==> config.mk <==
export PLATFORM = sky130hd
export DESIGN_NAME = hdmi_video_timing
export DESIGN_NICKNAME = d
export VERILOG_FILES = /design/src/rtl/hdmi_video_timing.sv
export SDC_FILE = /design/constraint.sdc
export NUM_CORES = 1
export LEC_CHECK = 0
export CAP_MARGIN = 20
export CORE_ASPECT_RATIO = 2
export CORE_MARGIN = 2
export CORE_UTILIZATION = 35
export DETAILED_ROUTE_END_ITERATION = 7
export PLACE_DENSITY = 0.65
export SYNTH_ARGS = -nofsm -noshare
export SYNTH_HDL_FRONTEND = slang
export SYNTH_SLANG_ARGS = --single-unit
==> constraint.sdc <==
create_clock -name clk -period 3.3 [get_ports clk]
set_input_delay 0.33 -clock clk [delete_from_list [all_inputs] [get_ports clk]]
set_output_delay 0.33 -clock clk [all_outputs]
set_load 0.05 [all_outputs]
==> src/rtl/hdmi_video_timing.sv <==
// rtl/hdmi_video_timing.sv - video timing controller for the three HDMI TMDS encoder lanes
//
// Ports:
//   clk         pixel clock
//   arst_n      asynchronous active-low reset
//   en          run request; stopping only takes effect at the last clock of a frame
//   pix_req     renderer must present the pixel at (x,y) PIX_LAT clocks later
//   x, y        current position (counter domain, undelayed, 0 while idle)
//   frame_start one-clock pulse at h=0, v=0 (undelayed)
//   line_start  one-clock pulse at h=0 of every line (undelayed)
//   blank       encoder blank input, delayed by PIX_LAT
//   ctrl0       {vsync,hsync} active-high for lane 0, delayed by PIX_LAT
//   hsync       delayed hsync at HS_POL level when active
//   vsync       delayed vsync at VS_POL level when active
//   running     high while the timing generator is running
//   Lanes 1 and 2 carry no control code; their c inputs are tied to 2'b00 by the encoder top.
module hdmi_video_timing #(
  parameter int   H_ACTIVE = 640,
  parameter int   H_FP     = 16,
  parameter int   H_SYNC   = 96,
  parameter int   H_BP     = 48,
  parameter int   V_ACTIVE = 480,
  parameter int   V_FP     = 10,
  parameter int   V_SYNC   = 2,
  parameter int   V_BP     = 33,
  parameter logic HS_POL   = 1'b0,
  parameter logic VS_POL   = 1'b0,
  parameter int   PIX_LAT  = 2
) (
  input  logic        clk,
  input  logic        arst_n,
  input  logic        en,
  output logic        pix_req,
  output logic [11:0] x,
  output logic [11:0] y,
  output logic        frame_start,
  output logic        line_start,
  output logic        blank,
  output logic [1:0]  ctrl0,
  output logic        hsync,
  output logic        vsync,
  output logic        running
);

  localparam int H_TOT = H_ACTIVE + H_FP + H_SYNC + H_BP;
  localparam int V_TOT = V_ACTIVE + V_FP + V_SYNC + V_BP;

  localparam logic [11:0] H_LAST = 12'(H_TOT - 1);
  localparam logic [11:0] V_LAST = 12'(V_TOT - 1);

  // Window bounds are 13 bits so an end bound equal to 4096 still compares correctly.
  localparam logic [12:0] H_ACT  = 13'(H_ACTIVE);
  localparam logic [12:0] HS_BEG = 13'(H_ACTIVE + H_FP);
  localparam logic [12:0] HS_END = 13'(H_ACTIVE + H_FP + H_SYNC);
  localparam logic [12:0] V_ACT  = 13'(V_ACTIVE);
  localparam logic [12:0] VS_BEG = 13'(V_ACTIVE + V_FP);
  localparam logic [12:0] VS_END = 13'(V_ACTIVE + V_FP + V_SYNC);

  typedef enum logic {IDLE, RUN} state_t;

  state_t      state, state_n;
  logic [11:0] h, h_n, v, v_n;

  always_ff @(posedge clk or negedge arst_n) begin
    if (!arst_n) begin
      state <= IDLE;
      h     <= '0;
      v     <= '0;
    end else begin
      state <= state_n;
      h     <= h_n;
      v     <= v_n;
    end
  end

  always_comb begin
    state_n = state;
    h_n     = h;
    v_n     = v;
    case (state)
      IDLE: begin
        h_n = '0;
        v_n = '0;
        if (en) state_n = RUN;
      end
      RUN: begin
        if (h == H_LAST) begin
          h_n = '0;
          if (v == V_LAST) begin
            v_n = '0;
            // Frames are never truncated: en is only honoured on the final clock.
            if (!en) state_n = IDLE;
          end else begin
            v_n = v + 12'd1;
          end
        end else begin
          h_n = h + 12'd1;
        end
      end
      default: state_n = IDLE;
    endcase
  end

  logic       active, hs_raw, vs_raw;
  logic [2:0] raw, dly_out;

  assign running = (state == RUN);
  assign active  = running && ({1'b0, h} < H_ACT) && ({1'b0, v} < V_ACT);
  assign hs_raw  = running && ({1'b0, h} >= HS_BEG) && ({1'b0, h} < HS_END);
  assign vs_raw  = running && ({1'b0, v} >= VS_BEG) && ({1'b0, v} < VS_END);
  assign raw     = {~active, vs_raw, hs_raw};

  assign pix_req     = active;
  assign x           = running ? h : '0;
  assign y           = running ? v : '0;
  assign line_start  = running && (h == '0);
  assign frame_start = running && (h == '0) && (v == '0);

  // Delay line aligns blank/sync with the renderer's pixel pipeline. It keeps
  // shifting while idle so it drains to the blanked, sync-inactive pattern.
  if (PIX_LAT == 0) begin : g_nodly
    assign dly_out = raw;
  end else begin : g_dly
    logic [2:0] sr [PIX_LAT];
    always_ff @(posedge clk or negedge arst_n) begin
      if (!arst_n) begin
        for (int i = 0; i < PIX_LAT; i++) sr[i] <= 3'b100;
      end else begin
        sr[0] <= raw;
        for (int i = 1; i < PIX_LAT; i++) sr[i] <= sr[i-1];
      end
    end
    assign dly_out = sr[PIX_LAT-1];
  end

  assign blank = dly_out[2];
  assign ctrl0 = dly_out[1:0];
  assign hsync = dly_out[0] ? HS_POL : ~HS_POL;
  assign vsync = dly_out[1] ? VS_POL : ~VS_POL;

endmodule
==> metrics <==
combinational family with the most area after synthesis simple AND/OR/NAND/NOR gates; Max-cap violations 0; Hold Path Stages 0; final routed DRC violation total 0; insertion delay of the later-clocked pin in the worst-skew pair 0.27 ns; shortest clock period the worst path allows after layout 2.81 ns; Critical Path Sink Type output pin; count of instances resized after the clock tree is built 0; Port Buffers 35; Mapped Cells 198; post-route setup TNS 0 ns; terminus of the critical flop-to-flop path v[0]$_DFFE_PN0P_; total via count after detailed routing 1,589; Clock Tree Buf Depth 2; height of the chip 106 µm; antenna violations before repair 0; worst min-delay path category register to register; Syn Area/Cell 9.27 µm²; outcome finished clean; residual overflow from global routing 0; post-route core utilization 0.457; clock tree from TritonCTS done; Synth Area in Adders 0.0273; internal cell power 0.573 mW; simple logic cell fraction of the synthesized area 0.328; clock transition at the register clock pins on the worst setup and hold paths after CTS 0.06 ns; Synth Net Count 205; beginning of the worst register-to-register path v[6]$_DFFE_PN0P_; power share of the clock group 0.454; Cell variety after synth 44; Peak VDD IR 0.241 mV; number of core rows 37; standard cell core area 5090 µm²; Worst EP arrival 2.48 ns; number of storage elements in the synthesis netlist 31; switch share 0.199; number of global-route vias before repair 1,613; fill cell instance count of the final layout 504; Worst Hold Path EP dly_out[1]$_DFF_PN0_; worst hold start g_dly.sr[4]$_DFF_PN0_; vias per std cell 5.46; Final Hold Violating Endpoints 0; clock root buffer clkbuf_8; worst clock skew 0.00593 ns; effective utilization at floorplan 0.360; worst reg-to-reg path cell count 4; combined area of the multi-input logic cells 948 µm²; period utilisation layout 0.853; first-pass GRT wire length 7.64 mm; post-route ant nets 0; area of all sequential standard cells 778 µm²; final-report setup violation count 0; sequential fraction of the synthesis area 0.424; Setup Buffers After CTS 0; final wirelength 4.55 mm; layout cell share with drive strength beyond 1 0.107; Worst Setup Start Kind register; async set or reset register ratio after synthesis 1.00; Area growth syn-to-layout 26.7%; CTS Buf Count 5; top-level I/O count 36; Post-synth EDFFs 0; total power draw 0.716 mW; CTS HTree Levels 2; Placer Congestion 0.856; largest net degree at the start of global routing 32; PD cells 308 nW/µm²; sequential share of power 0.531; Setup Crit Path Kind register to output pin; required time reported for the critical path endpoint 2.97 ns; proportion of synthesized area in mux cells 0.00613; Achievable Freq 0.355 GHz; overall track demand over capacity in global routing 0.164; part of the total power dissipated in combinational logic 0.015; RSZ-0062 raised after global routing no; DRC marker count from the first detailed-route iteration 40; xor-xnor portion of the synthesized cell area 0.0477; ys flop type dfrtp_1; headroom to the max-slew limit 0.622; net switching power 0.142 mW; wire per inst 15.6 µm; area of the die 5870 µm²; synthesis warning total 0; layout net count 239; P_leak 0.987 nW; TritonRoute pass-1 iters 4; highest net fanout along the worst path 7; number of pins exceeding their max-slew limit in the final report 0; Register-to-Register Setup Slack 1.10 ns; die span in x 55.2 µm; HPWL Detailed 3.34 mm; ant diodes 0; netlist area before placement 1840 µm²; clock net sink count 31; hold_buf cts 0; slew at the pin with the worst max-slew slack 0.562 ns; area fraction in compound gates after synthesis 0.105
## critical path: stages, from the launching register on
cell	delay, ns
dfrtp_1	0.43
or4_4	0.55
or2_2	0.30
nor2_1	0.12
clkdlybuf4s50_1	0.82
## layout by cell type, fill, tap and decap left out, types with 3 or more instances in the layout
cell	synthesis	final
nand3_1	11	11
a22o_1	6	6
and3_1	5	5
inv_1	13	13
dfrtp_1	29	29
xor2_1	3	3
nor3_1	9	9
nor2_1	26	26
buf_4	2	5
and2_1	17	17
nor3b_1	3	3
o21ai_0	7	7
clkdlybuf4s50_1	0	34
clkbuf_8	0	7
xnor2_1	7	7
nor4_1	5	5
nand4_1	4	4
ha_1	4	4
nand2_1	5	5
## synth_stat cells (3+ instances only)
cell type | number | share of area
a22o_1 | 6 | 0.029
and3_1 | 5 | 0.017
buf_2 | 4 | 0.011
clkbuf_1 | 5 | 0.010
nand2_1 | 5 | 0.010
nand3_1 | 11 | 0.030
xnor2_1 | 7 | 0.033
and2_1 | 17 | 0.058
dfrtp_1 | 29 | 0.40
nor3_1 | 9 | 0.025
xor2_1 | 3 | 0.014
ha_1 | 4 | 0.027
nor2_1 | 26 | 0.053
nor4_1 | 5 | 0.017
inv_1 | 13 | 0.027
nor3b_1 | 3 | 0.012
o21ai_0 | 7 | 0.019
nand4_1 | 4 | 0.014
## cell families (layout without fill, tap and decap cells)
| family | Yosys count | count (layout) |
|---|---|---|
| adder cells (fa/ha/maj) | 4 | 4 |
| AO/OA/AOI/OAI | 24 | 24 |
| multiplexers | 1 | 1 |
| buffers and inverters | 25 | 60 |
| XOR/XNOR | 10 | 10 |
| flip-flops | 31 | 31 |
| AND/OR/NAND/NOR | 103 | 103 |
## routing by layer
| layer | routed length (µm) | global-route usage |
|---|---|---|
| met1 | 1780 | 0.176 |
| met2 | 2430 | 0.295 |
| met3 | 186 | 0.0219 |
| met4 | 156 | 0.103 |
| met5 | 0 | 0 |
## power by group through the flow
stage | sequential, mW | clock, mW | combinational (mW)
after floorplan | 0.387 | 0 | 0.000177
after global placement | 0.387 | 0 | 0.0113
after detailed placement | 0.387 | 0 | 0.0113
after CTS | 0.380 | 0.336 | 0.0113
after global routing | 0.380 | 0.351 | 0.0122
final | 0.380 | 0.325 | 0.0107
## how the worst max path moves through the flow
| stage | from | end | depth (start not counted) |
|---|---|---|---|
| CTS | h[7]$_DFF_PN0_ | line_start | 4 |
| global placement | h[7]$_DFF_PN0_ | line_start | 4 |
| finish | h[7]$_DFF_PN0_ | line_start | 4 |
| floorplan | v[6]$_DFFE_PN0P_ | frame_start | 3 |
| global route | h[7]$_DFF_PN0_ | line_start | 4 |
| detailed placement | h[7]$_DFF_PN0_ | line_start | 4 |
## sequential cells by signal (all words and copies together) (netlist names)
register  count
dly_out       3
g_dly.sr      3
h            12
running       1
v            12
## layout make-up
class / count / share of cell area
multi-input cells: 142 / 0.408
flip-flops and latches: 31 / 0.335
repair buffers: 39 / 0.162
clock buffers: 8 / 0.0430
well taps: 58 / 0.0312
inverters: 13 / 0.0210
## metrics by stage
step / setup WS (ns) / instance area (µm²) / std cells / hold slack [ns]
finish: 0.487 / 2330 / 291 / 0.353
global route: 0.431 / 2330 / 291 / 0.366
global placement: 0.777 / 2230 / 283 / 0.333
CTS: 0.485 / 2330 / 291 / 0.357
detailed placement: 0.792 / 2230 / 283 / 0.343
floorplan: 0.0684 / 1840 / 198 / 0.0344
(Power assumes the default switching activity.)
